<file path="config.mk">
export PLATFORM = sky130hd
export DESIGN_NAME = frame_bank_sched
export DESIGN_NICKNAME = d
export VERILOG_FILES = /design/src/rtl/frame_bank_sched.sv
export SDC_FILE = /design/constraint.sdc
export NUM_CORES = 1
export LEC_CHECK = 0
export ABC_AREA = 1
export BUFFER_PORTS_ARGS = -buffer_cell sky130_fd_sc_hd__buf_4
export CORE_ASPECT_RATIO = 0.6
export CORE_MARGIN = 4
export CORE_UTILIZATION = 48
export CTS_CLUSTER_DIAMETER = 100
export DETAILED_ROUTE_END_ITERATION = 10
export PLACE_DENSITY = 0.73
export SYNTH_ARGS = -nofsm -noshare
export SYNTH_HDL_FRONTEND = slang
export SYNTH_SLANG_ARGS = --single-unit
</file>
<file path="constraint.sdc">
create_clock -name sys_clk -period 1.9 [get_ports sys_clk]
set_input_delay 0.38 -clock sys_clk [delete_from_list [all_inputs] [get_ports sys_clk]]
set_output_delay 0.38 -clock sys_clk [all_outputs]
set_load 0.01 [all_outputs]
</file>
<file path="src/rtl/frame_bank_sched.sv">
// Triple-buffer frame-bank scheduler.
// Shares three frame banks between the camera writer and the HDMI reader.
// W is the bank being written, R is the bank being displayed, and S is the spare.
// A completed frame is parked in S until the next vsync swaps it to the reader.
// The three bank registers always hold a permutation of {0,1,2}, so the writer
// and the reader can never be given the same bank.
module frame_bank_sched #(
    parameter int FRAME_WORDS = 786432,
    parameter int ADDR_W      = 24,
    parameter int CNT_W       = 16
) (
    input  logic              sys_clk,
    input  logic              sys_rst,
    input  logic              wr_frame_start,
    input  logic              wr_frame_done,
    input  logic              video_vs,
    input  logic              freeze,
    output logic [1:0]        wr_bank,
    output logic [1:0]        rd_bank,
    output logic [ADDR_W-1:0] wr_base,
    output logic [ADDR_W-1:0] rd_base,
    output logic              rd_valid,
    output logic              rd_swap,
    output logic [CNT_W-1:0]  drop_cnt,
    output logic [CNT_W-1:0]  repeat_cnt,
    output logic [CNT_W-1:0]  abort_cnt
);

    localparam logic [ADDR_W-1:0] BASE_0 = '0;
    localparam logic [ADDR_W-1:0] BASE_1 = ADDR_W'(FRAME_WORDS);
    localparam logic [ADDR_W-1:0] BASE_2 = ADDR_W'(2 * FRAME_WORDS);

    // Bank registers and flags
    logic [1:0]        w_q, w_d;
    logic [1:0]        r_q, r_d;
    logic [1:0]        s_q, s_d;
    logic              ready_q, ready_d;
    logic              wr_active_q, wr_active_d;
    logic              vs_q;
    logic              rd_valid_q, rd_valid_d;
    logic              rd_swap_q, rd_swap_d;
    logic [ADDR_W-1:0] wr_base_q, wr_base_d;
    logic [ADDR_W-1:0] rd_base_q, rd_base_d;
    logic [CNT_W-1:0]  drop_q, drop_d;
    logic [CNT_W-1:0]  repeat_q, repeat_d;
    logic [CNT_W-1:0]  abort_q, abort_d;

    logic vs_rise;
    logic done_ok;

    // Base addresses come from a constant mux; banks only ever take values 0..2.
    function automatic logic [ADDR_W-1:0] bank_base(input logic [1:0] b);
        logic [ADDR_W-1:0] base;
        case (b)
            2'd0:    base = BASE_0;
            2'd1:    base = BASE_1;
            default: base = BASE_2;
        endcase
        return base;
    endfunction

    // Counters hold at all-ones instead of wrapping.
    function automatic logic [CNT_W-1:0] sat_inc(input logic [CNT_W-1:0] v);
        return (v == '1) ? v : v + 1'b1;
    endfunction

    assign vs_rise = video_vs & ~vs_q;
    assign done_ok = wr_frame_done & wr_active_q;

    // Next-state: writer done, then writer start, then reader vsync, in that order.
    always_comb begin
        w_d         = w_q;
        r_d         = r_q;
        s_d         = s_q;
        ready_d     = ready_q;
        wr_active_d = wr_active_q;
        rd_valid_d  = rd_valid_q;
        rd_swap_d   = 1'b0;
        drop_d      = drop_q;
        repeat_d    = repeat_q;
        abort_d     = abort_q;

        // A finished frame goes to the spare; an undisplayed spare is discarded.
        if (done_ok) begin
            w_d         = s_q;
            s_d         = w_q;
            ready_d     = 1'b1;
            wr_active_d = 1'b0;
            if (ready_q) begin
                drop_d = sat_inc(drop_q);
            end
        end

        // A start while a frame is still open restarts it in the same bank.
        // A done in the same cycle has already closed the previous frame.
        if (wr_frame_start) begin
            if (wr_active_d) begin
                abort_d = sat_inc(abort_q);
            end
            wr_active_d = 1'b1;
        end

        // Uses the post-writer spare, so a frame completing on this very
        // cycle goes straight to the display.
        if (vs_rise) begin
            if (ready_d && !freeze) begin
                r_d        = s_d;
                s_d        = r_q;
                ready_d    = 1'b0;
                rd_valid_d = 1'b1;
                rd_swap_d  = 1'b1;
            end else begin
                repeat_d = sat_inc(repeat_q);
            end
        end

        wr_base_d = bank_base(w_d);
        rd_base_d = bank_base(r_d);
    end

    // State and registered outputs
    always_ff @(posedge sys_clk or posedge sys_rst) begin
        if (sys_rst) begin
            w_q         <= 2'd0;
            r_q         <= 2'd1;
            s_q         <= 2'd2;
            ready_q     <= 1'b0;
            wr_active_q <= 1'b0;
            vs_q        <= 1'b0;
            rd_valid_q  <= 1'b0;
            rd_swap_q   <= 1'b0;
            wr_base_q   <= BASE_0;
            rd_base_q   <= BASE_1;
            drop_q      <= '0;
            repeat_q    <= '0;
            abort_q     <= '0;
        end else begin
            w_q         <= w_d;
            r_q         <= r_d;
            s_q         <= s_d;
            ready_q     <= ready_d;
            wr_active_q <= wr_active_d;
            vs_q        <= video_vs;
            rd_valid_q  <= rd_valid_d;
            rd_swap_q   <= rd_swap_d;
            wr_base_q   <= wr_base_d;
            rd_base_q   <= rd_base_d;
            drop_q      <= drop_d;
            repeat_q    <= repeat_d;
            abort_q     <= abort_d;
        end
    end

    assign wr_bank    = w_q;
    assign rd_bank    = r_q;
    assign wr_base    = wr_base_q;
    assign rd_base    = rd_base_q;
    assign rd_valid   = rd_valid_q;
    assign rd_swap    = rd_swap_q;
    assign drop_cnt   = drop_q;
    assign repeat_cnt = repeat_q;
    assign abort_cnt  = abort_q;

endmodule

</file>
* Word level (Yosys, flattened, before mapping) *
Cells that the tools add are included.

word-level totals
  latch bits = 0
  bits in registers = 107
  bits in writable memories = 0
  bits in read-only memories = 0
  memories kept = 0

operators by class
  muxes and demuxes = 15
  reductions and logical operators = 8
  div/mod/pow operators = 0
  eq/ne operators = 5
  order comparisons = 0
  shift-type cells = 0
  bitwise logic cells = 7
  add/sub/neg operators = 3
  $mul = 0

operators by type and width
  cell                                                                   count
  21-bit one-hot mux with 2 select lines                                 2
  16-bit by 1-bit adder with 16-bit output, second input constant        3
  16-bit equality test, second input constant                            3
  2-bit 2-to-1 mux                                                       6
  3-bit AND reduction                                                    3
  1-bit 2-to-1 mux                                                       7
  1-bit inverter                                                         5
  2-bit by 1-bit equality test with 1-bit output, second input constant  2
  2-bit zero test                                                        2
  1-bit bitwise AND                                                      2
  2-bit AND reduction                                                    1
  1-bit logical AND                                                      1
  1-bit zero test                                                        1

* Longest topological paths before layout *
Gate-level depths: netlist (run 1).

  depth in word-level cells = 7
  gate-level depth with buffers = 10
  gate-level depth less buffers = 9

* Least setup slack after synthesis (run 1) *
Ideal clock, no wire load.

  path type = register -> register
  start point = register abort_q[0] (netlist: abort_cnt[0])
  end point = register abort_q[2] (netlist: abort_cnt[2])
  buffers on the path = 1
  arrival = 1.471 ns
  cell stages (with the launch flop) = 10
  period minus slack after synthesis = 1.538 ns
  setup slack = 0.362 ns
  required time = 1.834 ns
  library setup time = 0.066 ns
  cells stage by stage = dfrtp_1 ha_1 nand2_1 nor2_2 nand2_2 nor2_2 nor2_2 buf_2 nand3_1 nand2_1

between the ends
  cells in the longest elaborated chain, start to end = 3
  elaborated cells on any way between the ends = 4
  those cells by class = add/sub (1); eq/ne (1); bitwise (1); reduce/logical (1)

ends and longest elaborated chain
  item                                                                              line  RTL
  from (decl)                                                                       46    logic [CNT_W-1:0] abort_q, abort_d;
  from (signal assigned)                                                            150   abort_q <= abort_d;
  branches (longest 3 deep; another with 16-bit by 1-bit adder with 16-bit output)  -

Parallel ways; which one is timed is not known.
A chain may end at the register's enable or synchronous reset.

* Worst setup path in the final report (run 1) *
  start point = register drop_q[0] (netlist: drop_cnt[0])
  end point = register drop_q[9] (netlist: drop_cnt[9])

between the ends
  cells in the longest elaborated chain, start to end = 3
  elaborated cells on any way between the ends = 4
  those cells by class = add/sub (1); eq/ne (1); bitwise (1); reduce/logical (1)

ends and longest elaborated chain
  item                                                                              line  RTL
  from (decl)                                                                       44    logic [CNT_W-1:0] drop_q, drop_d;
  from (signal assigned)                                                            148   drop_q <= drop_d;
  branches (longest 3 deep; another with 16-bit by 1-bit adder with 16-bit output)  -

Parallel ways; which one is timed is not known.

==> results of run 1 <==
==> kinds of logic (layout without fill, tap and decap cells) <==
group / Yosys count / after routing / share of synthesized area, %
compound gates: 12 / 12 / 1.671
simple gates: 333 / 333 / 37.58
buf+inv: 98 / 138 / 14.37
other cells: 1 / 42 / 0.09634
flops: 64 / 64 / 41.27
fa+ha+maj: 3 / 3 / 0.9644
xor+xnor: 18 / 18 / 4.050
==> metrics by stage <==
| stage | cells | util (%) | setup slack (ns) | instance area [µm²] |
|---|---|---|---|---|
| floorplan | 570 | - | 0.3625 | 4050 |
| global placement | 702 | 55.70 | 0.2018 | 4390 |
| detailed placement | 702 | 55.70 | 0.1875 | 4390 |
| CTS | 718 | 59.75 | 0.1789 | 4710 |
| global route | 718 | 59.75 | 0.05799 | 4710 |
| finish | 718 | 59.75 | 0.1727 | 4710 |
==> sequential cells by signal, summed over array words and instances, names as in the netlist <==
signal       count
rd_bank          2
drop_cnt        16
rd_base          3
wr_active_q      1
wr_bank          1
wr_base          3
vs_q             1
ready_q          1
s_q              2
repeat_cnt      16
abort_cnt       16
rd_swap          1
rd_valid         1
==> layout by cell type (no fill, tap or decap), types with 2 or more instances in the layout <==
cell type	n
sky130_fd_sc_hd__clkbuf_16	9
sky130_fd_sc_hd__nor3_1	3
sky130_fd_sc_hd__nor2_4	5
sky130_fd_sc_hd__conb_1	42
sky130_fd_sc_hd__dfrtp_1	60
sky130_fd_sc_hd__ha_1	3
sky130_fd_sc_hd__nand2_1	211
sky130_fd_sc_hd__nand3_1	31
sky130_fd_sc_hd__o21ai_0	7
sky130_fd_sc_hd__o21ai_1	3
sky130_fd_sc_hd__xnor2_1	8
sky130_fd_sc_hd__nor3_2	2
sky130_fd_sc_hd__nand3b_1	14
sky130_fd_sc_hd__nand2_2	7
sky130_fd_sc_hd__nand4_1	8
sky130_fd_sc_hd__nor2_1	42
sky130_fd_sc_hd__inv_1	44
sky130_fd_sc_hd__buf_4	73
sky130_fd_sc_hd__clkbuf_8	4
sky130_fd_sc_hd__buf_12	2
sky130_fd_sc_hd__xor2_1	10
sky130_fd_sc_hd__nor2_2	8
sky130_fd_sc_hd__inv_2	2
sky130_fd_sc_hd__dfstp_2	4
==> routing by layer <==
layer | wire length (µm) | track usage (%) | up-vias | share of wire [%]
met3 | 488 | 6.878 | 6 | 5.7
li1 | - | - | 1703 | -
met5 | 0 | 0 | - | 0
met2 | 3658 | 27.42 | 76 | 43
met1 | 4295 | 25.83 | 1439 | 50
met4 | 84 | 5.580 | 0 | 0.99
==> worst max-delay path by stage <==
| stage | from | endpoint | slack, ns | depth (start not counted) |
|---|---|---|---|---|
| final | drop_cnt[0]$_DFFE_PP0P_ | drop_cnt[9]$_DFFE_PP0P_ | 0.17 | 9 |
| after global routing | repeat_cnt[1]$_DFFE_PP0P_ | repeat_cnt[8]$_DFFE_PP0P_ | 0.06 | 9 |
| after CTS | drop_cnt[0]$_DFFE_PP0P_ | drop_cnt[1]$_DFFE_PP0P_ | 0.18 | 9 |
| after detailed placement | drop_cnt[0]$_DFFE_PP0P_ | drop_cnt[4]$_DFFE_PP0P_ | 0.19 | 9 |
| after global placement | drop_cnt[0]$_DFFE_PP0P_ | drop_cnt[15]$_DFFE_PP0P_ | 0.20 | 9 |
| after floorplan | abort_cnt[0]$_DFFE_PP0P_ | abort_cnt[2]$_DFFE_PP0P_ | 0.36 | 9 |
==> power by group <==
| group | switching [µW] | internal, µW |
|---|---|---|
| registers | 200 | 1560 |
| logic | 519 | 397 |
| clock network | 573 | 1160 |
==> final cells by class <==
cell class / count / area (µm²)
timing repair buffer: 75 / 588.1
multi-input combinational: 408 / 1881
tap: 108 / 135.1
sequential: 64 / 1607
fill: 732 / 3173
clock inverter: 2 / 35.03
inverter: 47 / 180.2
clock buffer: 14 / 284.0
==> summary by stage, run 1 <==
Outcome
The run finished with clean final reports.

Worst setup path
The most numerous cell type found on the critical path is sky130_fd_sc_hd__nor2_4. Counting cells, the worst reg-to-reg path comes to 9. In this run the critical register-to-register path is captured at drop_cnt[9]$_DFFE_PP0P_. STA classifies the critical path endpoint as a register. STA classifies the critical path startpoint as a register. The critical path is of the reg -> reg type. The signal on the critical path passes through ha_1, nand2_2, nor2_4, nand2_2, nor2_4, nor2_4, nand2_4, nand2_1, nand2_1. The setup check on the worst reg-to-reg path leaves a slack of 0.17 ns.

The worst reg2reg path startpoint is drop_cnt[0]$_DFFE_PP0P_. The required time reported for the critical path endpoint is 2.12 ns. The number of buffers and inverters on the critical path is 0. In this run the worst path has a maximum fanout of 15. The top cell family by delay on the critical path is simple AND/OR/NAND/NOR gates. The library cell contributing the largest single delay on the critical path is sky130_fd_sc_hd__dfrtp_1. At the worst endpoint, the arrival time is 1.94 ns.

The largest single stage delay on the critical path is 0.41 ns.

Synthesis
The sequential cell area fraction in the yosys report is 41.27%. In this run the biggest area consumer among cell types represents 38.57% of the synthesized area. Dividing the synthesized area by the synthesized cell count gives 7.358 µm². In the synthesized netlist the dominant register cell turns out to be sky130_fd_sc_hd__dfrtp_1. After synthesis, the cell types taking the most area are sky130_fd_sc_hd__dfrtp_1 (39%), sky130_fd_sc_hd__nand2_1 (20%), sky130_fd_sc_hd__buf_4 (8.5%), sky130_fd_sc_hd__inv_1 (4.3%), sky130_fd_sc_hd__nor2_1 (4.1%). The number of storage elements in the synthesis netlist is 64.

Counting flops with an async set or reset pin after synthesis yields a share of 100.0%. The count of flip-flops with a built-in enable after synthesis is 0. For this run, the number of Yosys warnings is 0. Among all cell types in the netlist, the one instantiated most often is sky130_fd_sc_hd__nand2_1. The gate count after technology mapping is 529. The largest total area in the synthesized netlist belongs to sky130_fd_sc_hd__dfrtp_1. After synthesis the cells add up to 3892 µm². The commonest cells after synthesis are sky130_fd_sc_hd__nand2_1 (211), sky130_fd_sc_hd__dfrtp_1 (60), sky130_fd_sc_hd__inv_1 (45). After synthesis, the netlist uses 28 different library cells.

STA
The worst hold slack is 0.09384 ns. Setup violations remaining at the end of the flow were counted as 0. Derived from the worst setup path, the maximum achievable clock frequency is 0.5789 GHz. The shortest clock period the worst path allows after layout is 1.727 ns. The number of pins with negative max-slew slack in the final report came to 0. Between clock sinks in the finished design, the worst skew comes to 0.005135 ns. The slew at the pin closest to its max-slew limit is 0.5162 ns. Headroom to the max-slew limit came out at 65.52%. Setup repair after global routing left no endpoint under its margin. The number of hold violations in the final report was 0. The final-layout setup total negative slack is 0 ns.

The post-route fraction of the period consumed by the critical path is 90.91%.

Layout
The final layout contains 614 nets. 0 antenna diodes ended up in the layout. The area growth from synthesis to layout is 20.99%. The ratio of cells with drive above 1 in the final layout is 20.00%.

Global route
The via count of the first global-routing pass is 3027. The initial antenna violation count is 0. Entering global routing, the biggest net connects 26 pins. The sum of overflow across all layers after global routing is 0.

The global-route wire length before repair is 14.55 mm. The total routing resource utilization after global routing is 18.68%.

Clock network
TritonCTS built the clock tree. After clock tree synthesis, the clock-pin slew on the worst setup and hold paths is 0.05 ns. The total CTS buffers is 9. In this run the post-CTS setup repair buffer count came out at 0. The H-tree level count is 3.

The number of hold buffers added after CTS was 0. The number of gates given a new drive strength after cts is 0. The total number of clock tree sinks is 64. The clock reaches the later pin of the worst-skew pair after 0.33 ns. The buffer depth of the longest clock path is 2. The tree is rooted in a sky130_fd_sc_hd__clkbuf_16.

Routing
In the final routed layout, each cell accounts on average for 11.88 µm. The first detailed-routing pass took 4 iterations. After detailed routing, the total wire length is 8.527 mm. Dividing the detail-routed via count by the number of cells gives 4.490.

The via count is 3224. In the routed design, unresolved DRC markers number 0. The detail route stage leaves a number of antenna-violating nets equal to 0. The first routing iteration left 198 violations.

Placement
The final HPWL from detailed placement is 6.474 mm. At the end of routability-driven placement, the weighted congestion stood at 0.8637. Buffers placed on the I/O ports in this run total 65.

Die
The y dimension of the die is 77.76 µm. For this configuration, the core starts out at a cell density of 49.38%. During I/O placement, the number of pins put on the boundary was 108.

The floorplan step defined a die boundary enclosing 9661 µm². The core area is 7883 µm². The number of placement rows is 25. The overall die width is 124.3 µm.

Pwr
The power per cell area is 935.6 nW/µm². The post-layout total power is 4406 µW. The static leakage is 0.002438 µW. The peak supply drop is 0.0004839 V.

Worst hold path
The type of the worst min-delay path is in -> async.

Run
Across the run, the number of max-cap violations was 0.
No activity file was read; power rests on OpenSTA's default activity.
==> run 2, diff against run 1 <==
--- a/config.mk
+++ b/config.mk
@@ -5,14 +5,14 @@
 export SDC_FILE = /design/constraint.sdc
 export NUM_CORES = 1
 export LEC_CHECK = 0
-export ABC_AREA = 1
+export ABC_AREA = 0
 export BUFFER_PORTS_ARGS = -buffer_cell sky130_fd_sc_hd__buf_4
 export CORE_ASPECT_RATIO = 0.6
 export CORE_MARGIN = 4
-export CORE_UTILIZATION = 48
+export CORE_UTILIZATION = 45
 export CTS_CLUSTER_DIAMETER = 100
 export DETAILED_ROUTE_END_ITERATION = 10
-export PLACE_DENSITY = 0.73
+export PLACE_DENSITY = 0.71
 export SYNTH_ARGS = -nofsm -noshare
 export SYNTH_HDL_FRONTEND = slang
 export SYNTH_SLANG_ARGS = --single-unit
==> run 2 against run 1 <==
  * Total power shrank 1.9%
  * Hold slack gained 0.049 ns
  * Largest power group unchanged
  * Utilization grew 2.1 points
  * Synthesized cell count shrank 45%
==> summary by stage, run 2 <==
Layout
The post-route cell area came to 4199 µm² (-11%). The leading cell type in the layout, fill and taps excluded is sky130_fd_sc_hd__buf_4. The antenna cell count came to 0 (unchanged). The top cell types in the final layout, fill and taps aside, are sky130_fd_sc_hd__buf_4 (91), sky130_fd_sc_hd__dfrtp_1 (59), sky130_fd_sc_hd__conb_1 (42). The layout-stage area growth over the synthesis result is 30.94%.

The number of nets in the final layout came to 403 (-34%). The ratio of cells with drive above 1 in the final layout is 34.84% (+15 points).

Global route
The maximum number of pins on one net before global-route repair came to 29 (+12%). The global-route wire length before repair is 11.35 mm (-22%). The initial antenna violation count is 0 (unchanged). The sum of overflow across all layers after global routing came to 0 (unchanged). The total routing resource utilization after global routing is 17.52% (-1.2 points). The via count of the first global-routing pass came to 2231 (-26%).

Clock network
TritonCTS built the clock tree. The H-tree level count is 3 (unchanged). The total CTS buffers was 9 (unchanged). The root cell of the clock tree is sky130_fd_sc_hd__clkbuf_16. The total number of clock tree sinks is 64 (unchanged). The buffer depth of the longest clock path came to 2 (unchanged). The clock network latency to the later pin of the worst-skew pair was 0.33 ns (about the same).

The post-CTS setup buffer count is 0 (unchanged). The clock slew at the register clock pins of the worst setup and hold paths is 0.05 ns (about the same).

Synthesis
The post-synthesis async set-or-reset flop share is 100.0% (unchanged). The top cell type's share of synthesized area is 46.82% (+8.2 points). The average instance area after synthesis came to 10.94 µm² (+49%). The sequential cell area fraction in the yosys report was 50.10% (+8.8 points). The total of warnings raised by yosys is 0 (unchanged). The count of flip-flops with a built-in enable after synthesis is 0 (unchanged). Counting instances in the post-synthesis netlist gives the leading cell types as sky130_fd_sc_hd__dfrtp_1 (60), sky130_fd_sc_hd__buf_4 (43), sky130_fd_sc_hd__xor2_1 (23).

The combined area of all synthesized cells was 3207 µm² (-18%). The most used flip-flop cell after synthesis is sky130_fd_sc_hd__dfrtp_1. The post-synthesis cell type with the largest combined area is sky130_fd_sc_hd__dfrtp_1. The count of distinct cell types in the synthesized netlist came to 44 (+57%). The gate count after technology mapping is 293 (-45%). By area the synthesized netlist is led by sky130_fd_sc_hd__dfrtp_1 (47%), sky130_fd_sc_hd__buf_4 (10%), sky130_fd_sc_hd__xor2_1 (6.3%), sky130_fd_sc_hd__xnor2_1 (4.6%), sky130_fd_sc_hd__mux2_2 (3.5%). The number of storage elements in the synthesis netlist is 64 (unchanged).

The most common cell in the synthesized netlist is sky130_fd_sc_hd__dfrtp_1.

Worst setup path
The critical path data arrival time is 2.01 ns (+0.07 ns). The required time reported for the critical path endpoint was 2.11 ns (about the same). The worst path buffer plus inverter count is 0 (unchanged). The critical path goes through nand4_1, or4_1, nor2_1, o211ai_1, o21a_1. For this design, the slowest cell found on the critical path is sky130_fd_sc_hd__or4_1. The cell family contributing the most delay on the critical path is simple AND/OR/NAND/NOR gates. The worst setup path is launched from a register. The largest driver fanout on the critical path was 5 (-10).

The kind of capture point of the worst setup path is a register. The critical path is of the reg -> reg type. The largest stage delay on the critical path came to 0.61 ns (+0.20 ns).

Placement
The placer's final routability congestion estimate came to 0.7935 (-8.1%). The number of buffers inserted by port buffering is 65 (unchanged). The instance area after placement came to 3875 µm² (-12%). The setup slack after placement came to 0.04418 ns (-0.1433 ns).

The final HPWL from detailed placement is 5.325 mm (-18%).

STA
The max-slew headroom at the worst pin is 57.00% (-8.5 points). The final-report setup violation count is 0 (unchanged). The worst hold slack is 0.1425 ns (+0.04862 ns). Setup repair after global routing left no endpoint under its margin. The shortest clock period the worst path allows after layout is 1.794 ns (+0.06658 ns). The setup slack after layout is 0.1061 ns (-0.06658 ns).

The number of hold violations in the final report was 0 (unchanged). The setup skew after layout is 0.005032 ns (-0.0001022 ns). The top achievable clock speed is 0.5574 GHz (-3.7%). The slew at the pin closest to its max-slew limit is 0.6437 ns (+0.1275 ns). The post-route fraction of the period consumed by the critical path was 94.42% (+3.5 points). The number of pins with negative max-slew slack in the final report is 0 (unchanged). The final-layout setup total negative slack is 0 ns (unchanged).

Run
The number of max-cap violations is 0 (unchanged).

Routing
The initial DRC count is 149 (-25%). The via count is 2300 (-29%). The number of nets still failing antenna checks after routing is 0 (unchanged). The number of remaining DRC errors is 0 (unchanged).

The mean number of vias per cell is 4.733 (+5.4%). The sum of routed wire length over all layers is 7.012 mm (-18%). The total iterations of the first detailed-routing run was 4 (unchanged). The wire length per cell is 14.43 µm (+21%).

Outcome
The run finished with clean final reports.

Pwr
The post-layout total power is 4323 µW (-1.9%). The power per cell area is 1029 nW/µm² (+10%). The clock share of power is 37.9% (-1.3 points). The static leakage is 0.002188 µW (-10%). The net load switching power was 1225 µW (-5.2%). The share of power burned in combinational logic was 22.3% (+1.5 points). The internal power of the cells is 3097 µW (-0.53%). The peak supply drop is 0.0006421 V (+33%).

The sequential share of power was 39.7% (-0.3 points). The switching power share of the total is 28.34% (-0.99 points).

Die
The number of placement rows is 23 (-8.0%). The overall die area came to 8585 µm² (-11%). The starting density of the core is 47.22% (-2.2 points). The overall die width is 117.0 µm (-5.9%). The core area is 6792 µm² (-14%). The top-level I/O count was 108 (unchanged). The y dimension of the die is 73.39 µm (-5.6%).

Worst hold path
The min-delay analysis places its worst path in the category in -> async.
[run 2: cell types whose count changed in the layout (fill, tap and decap cells not counted), sizes merged, moves of 6 or more]
cell / before / now
nand2: 219 / 15
xnor2: 8 / 17
inv: 46 / 7
buf: 75 / 93
nand3: 31 / 20
nand3b: 14 / 1
mux2: 0 / 10
xor2: 10 / 23
a21oi: 1 / 7
nor2: 55 / 19
and3: 0 / 8
o21ai: 10 / 1
[run 2: worst paths after layout]
path                                        endpoint  cells past startpoint  slack, ns                      from
max reg2reg                abort_cnt[15]$_DFFE_PP0P_                      5       0.11  abort_cnt[5]$_DFFE_PP0P_
max in group asynchronous      wr_active_q$_DFF_PP0_                      3       1.24                   sys_rst
min reg2reg                     rd_valid$_DFFE_PP0P_                      1       0.47      rd_valid$_DFFE_PP0P_
min in group sys_clk                  vs_q$_DFF_PP0_                      1       0.18                  video_vs
min                        repeat_cnt[9]$_DFFE_PP0P_                      2       0.14                   sys_rst
max                        abort_cnt[15]$_DFFE_PP0P_                      5       0.11  abort_cnt[5]$_DFFE_PP0P_
[run 2: timing repair]
item,CTS,global route
hold buffers,0,0
gates resized for setup,0,6
endpoints found under the setup margin,0,13
[run 2: layout make-up]
class | instances | area [µm²]
Clock buffer | 13 | 260.3
Clock inverter | 3 | 40.04
Fill cell | 576 | 2592
Inverter | 9 | 37.54
Multi-Input combinational cell | 217 | 1421
Sequential cell | 64 | 1608
Tap cell | 87 | 108.9
Timing Repair Buffer | 93 | 723.2
[run 2: per-layer routing]
layer / up-vias / GRT usage [%] / wire length (µm)
met2: 88 / 25.27 / 3213
met3: 4 / 7.737 / 561
li1: 1123 / - / -
met1: 1085 / 23.66 / 3203
met5: - / 0 / 0
met4: 0 / 5.725 / 34
[run 2: cell families (layout without fill, tap and decap cells)]
| logic type | Yosys count | after routing | share of synthesized area [%] |
|---|---|---|---|
| and+or+nand+nor | 99 | 99 | 17.01 |
| DFF | 64 | 64 | 50.10 |
| buffers and inverters | 53 | 118 | 11.28 |
| xor gates and xnor gates | 40 | 40 | 10.92 |
| AOI/OAI and AO/OA | 21 | 21 | 5.267 |
| muxes | 12 | 12 | 4.136 |
| adders and majority gates | 3 | 3 | 1.171 |
| other | 1 | 42 | 0.1169 |
[run 2: power by group through the flow]
| stage | Combinational, µW | Sequential (µW) | Clock [µW] |
|---|---|---|---|
| 4_1_cts | 964 | 1710 | 1690 |
| 2_1_floorplan | 395 | 1830 | 0 |
| 5_1_grt | 1060 | 1740 | 1760 |
| 6_report | 965 | 1720 | 1640 |
| 3_5_place_dp | 963 | 1730 | 0 |
| 3_3_place_gp | 933 | 1730 | 0 |
[run 2: metrics by stage]
stage	utilization, %	instances
floorplan	-	334
global placement	57.06	470
detailed placement	57.06	470
CTS	61.48	486
global route	61.83	486
finish	61.83	486
==> run 3, diff against run 2 <==
--- a/config.mk
+++ b/config.mk
@@ -8,10 +8,11 @@
 export ABC_AREA = 0
 export BUFFER_PORTS_ARGS = -buffer_cell sky130_fd_sc_hd__buf_4
 export CORE_ASPECT_RATIO = 0.6
-export CORE_MARGIN = 4
+export CORE_MARGIN = 2
 export CORE_UTILIZATION = 45
 export CTS_CLUSTER_DIAMETER = 100
 export DETAILED_ROUTE_END_ITERATION = 10
+export GPL_TIMING_DRIVEN = 0
 export PLACE_DENSITY = 0.71
 export SYNTH_ARGS = -nofsm -noshare
 export SYNTH_HDL_FRONTEND = slang
==> run 3 against run 2 <==
  * The run now ends with design-rule violations left
  * Largest cell class unchanged
  * Global-route usage is essentially flat
  * Clock skew about the same
  * Critical path type unchanged
  * First-iteration DRC count shrank 9.4%
  * Sequential power increased by 4%
  * Sequential share of layout area is 2.0 points lower
  * Utilization up 3.6 points
==> summary by stage, run 3 (synthesis gave the netlist of run 2 again) <==
Die
The starting density of the core is 47.22% (unchanged). The overall die area was 7840 µm² (-8.7%). The y dimension of the die is 69.39 µm (-5.5%). The top-level I/O count is 108 (unchanged). The number of placement rows is 23 (unchanged). The core area is 6792 µm² (unchanged). The overall die width is 113.0 µm (-3.4%).

Placement
The final HPWL from detailed placement is 4.676 mm (-12%). The number of buffers inserted by port buffering came to 65 (unchanged). The setup slack after placement is -0.2138 ns (-0.2580 ns). The placer's final routability congestion estimate is 0.7659 (-3.5%). The instance area after placement is 3968 µm² (+2.4%). The number of cells after detailed placement is 486 (+3.4%).

Clock network
The buffer depth of the longest clock path came to 2 (unchanged). The total number of clock tree sinks was 64 (unchanged). The root cell of the clock tree is sky130_fd_sc_hd__clkbuf_16.

The H-tree level count came to 3 (unchanged). TritonCTS built the clock tree. The clock slew at the register clock pins of the worst setup and hold paths is 0.05 ns (about the same). The clock network latency to the later pin of the worst-skew pair is 0.33 ns (about the same). The number of hold buffers added after cts is 0 (unchanged). The total CTS buffers is 9 (unchanged).

Worst setup path
The library cell contributing the largest single delay on the critical path is sky130_fd_sc_hd__dfrtp_2. The reg-to-reg critical path endpoint is drop_cnt[15]$_DFFE_PP0P_. Grouping stages by cell kind, the critical path spends the most delay in flip-flops. The largest stage delay on the critical path was 0.45 ns (-0.16 ns).

The largest driver fanout on the critical path is 6 (+1). The kind of critical path is reg -> reg. The flop-to-flop setup slack is 0.08 ns (-0.02 ns). The number of cells traversed by the worst register-to-register path was 7 (+2).

The worst path buffer plus inverter count is 1 (+1). The worst register-to-register path begins at drop_cnt[1]$_DFFE_PP0P_. The critical path data arrival time is 2.06 ns (+0.05 ns). The kind of capture point of the worst setup path is a register.

Traced cell by cell, the critical path runs through ha_4, nand3_2, nor4_4, buf_4, a2111o_1, nor3_2, xor2_1. The worst setup path is launched from a register. The most critical setup path has its startpoint at drop_cnt[1]$_DFFE_PP0P_.

The required time reported for the critical path endpoint is 2.14 ns (+0.03 ns).

STA
The top achievable clock speed was 0.5498 GHz (-1.4%). The max-slew headroom at the worst pin is 53.03% (-4.0 points). Setup repair after global routing left no endpoint under its margin.

The post-route fraction of the period consumed by the critical path is 95.73% (+1.3 points). The setup skew after layout is 0.004937 ns (-0.00009514 ns). The setup slack after layout is 0.08121 ns (-0.02487 ns). The slew at the pin closest to its max-slew limit came to 0.7031 ns (+0.05936 ns). The number of pins with negative max-slew slack in the final report is 0 (unchanged). The number of hold violations in the final report is 0 (unchanged). The shortest clock period the worst path allows after layout was 1.819 ns (+0.02487 ns). The final-report setup violation count is 0 (unchanged).

Layout
The number of nets in the final layout is 428 (+6.2%). The library cell used most frequently in the layout, excluding fill and tap cells, is sky130_fd_sc_hd__buf_4. In the layout the commonest cells are sky130_fd_sc_hd__buf_4 (117), sky130_fd_sc_hd__dfrtp_1 (53), sky130_fd_sc_hd__conb_1 (42). The number of filler instances in the final layout is 553 (-4.0%).

The layout-stage area growth over the synthesis result is 38.63%. The post-route cell area was 4446 µm² (+5.9%). The ratio of cells with drive above 1 in the final layout was 41.04% (+6.2 points). The post-route non-filler standard cell count is 511 (+5.1%). The antenna cell count was 0 (unchanged).

Global route
The via count of the first global-routing pass is 2206 (-1.1%). The initial antenna violation count is 0 (unchanged). The maximum number of pins on one net before global-route repair was 65 (+120%). The sum of overflow across all layers after global routing was 0 (unchanged). The global-route wire length before repair was 10.87 mm (-4.2%).

The total routing resource utilization after global routing was 17.57% (+0.050 points).

Worst hold path
The type of the worst min-delay path is in -> async.

Run
The number of max-cap violations came to 0 (unchanged).

Pwr
The static leakage is 0.002340 µW (+7.0%). The power per cell area came to 1016 nW/µm² (-1.3%). The peak supply drop is 0.0006108 V (-4.9%).

Routing
The sum of routed wire length over all layers is 6.495 mm (-7.4%). The mean number of vias per cell is 4.599 (-2.8%). The number of remaining DRC errors is 7 (+7). The wire length per cell is 12.71 µm (-12%). The number of nets still failing antenna checks after routing is 0 (unchanged).

The via count is 2350 (+2.2%). The initial DRC count was 135 (-9.4%). The total iterations of the first detailed-routing run is 8 (+4).

Outcome
The final reports fail on design-rule violations. The run finished, with violations left.
[run 3: cell count changes in the layout (fill, tap and decap cells not counted), sizes merged]
cell | previous run | this run
bufinv | 1 | 3
clkinvlp | 1 | 2
buf | 93 | 118
clkbuf | 13 | 10
[run 3: area by class of cell]
type | instances | area (µm²) | share of cell area, %
well taps | 87 | 108.9 | 2.449
multi-input cells | 217 | 1449 | 32.59
clock inverters | 6 | 107.6 | 2.420
plain buffers | 44 | 330.3 | 7.430
clock buffers | 10 | 229.0 | 5.151
flip-flops and latches | 64 | 1615 | 36.34
inverters | 9 | 37.54 | 0.8444
repair buffers | 74 | 568.0 | 12.78
[run 3: per-layer routing]
metal,GRT usage [%],wire length (µm),vias up
li1,-,-,1175
met1,23.63,3044,1106
met2,25.77,2908,61
met3,7.780,478,8
met4,5.149,63,0
met5,0,0,-
[run 3: per-stage QoR]
step           power [µW]  setup TNS [ns]  hold WS (ns)  util, %
3_5_place_dp         2625          -1.279        0.4665    58.42
6_report             4516               0        0.1683    65.46
4_1_cts              4527               0        0.1654    64.30
2_1_floorplan        2223               0        0.4114        -
3_3_place_gp         2587         -0.6055        0.4618    58.42
5_1_grt              4750               0        0.1631    65.46
[run 3: how the worst max path moves through the flow]
stage | end | depth (start not counted) | slack [ns]
6_report | drop_cnt[15]$_DFFE_PP0P_ | 7 | 0.08
5_1_grt | drop_cnt[15]$_DFFE_PP0P_ | 7 | 0.001
4_1_cts | drop_cnt[15]$_DFFE_PP0P_ | 7 | 0.01
3_5_place_dp | drop_cnt[1]$_DFFE_PP0P_ | 6 | -0.21
3_3_place_gp | drop_cnt[1]$_DFFE_PP0P_ | 6 | -0.16
2_1_floorplan | abort_cnt[1]$_DFFE_PP0P_ | 4 | 0.06
[run 3: timing repair]
item,in CTS,in global routing
setup buffers,3,5
pin swaps,4,3
resized for setup,11,6
endpoints found under the setup margin,18,11
[run 3: worst register-to-register path, stage by stage, from the launching register on]
cell	delay [ns]
sky130_fd_sc_hd__dfrtp_2	0.45
sky130_fd_sc_hd__ha_4	0.20
sky130_fd_sc_hd__nand3_2	0.11
sky130_fd_sc_hd__nor4_4	0.06
sky130_fd_sc_hd__buf_4	0.14
sky130_fd_sc_hd__a2111o_1	0.43
sky130_fd_sc_hd__nor3_2	0.17
sky130_fd_sc_hd__xor2_1	0.18
[run 3: report_power, final]
group	total (µW)	internal, µW	switching, µW
combinational	886	477	409
sequential	1790	1540	249
clock	1840	1270	564
total	4520	3290	1220
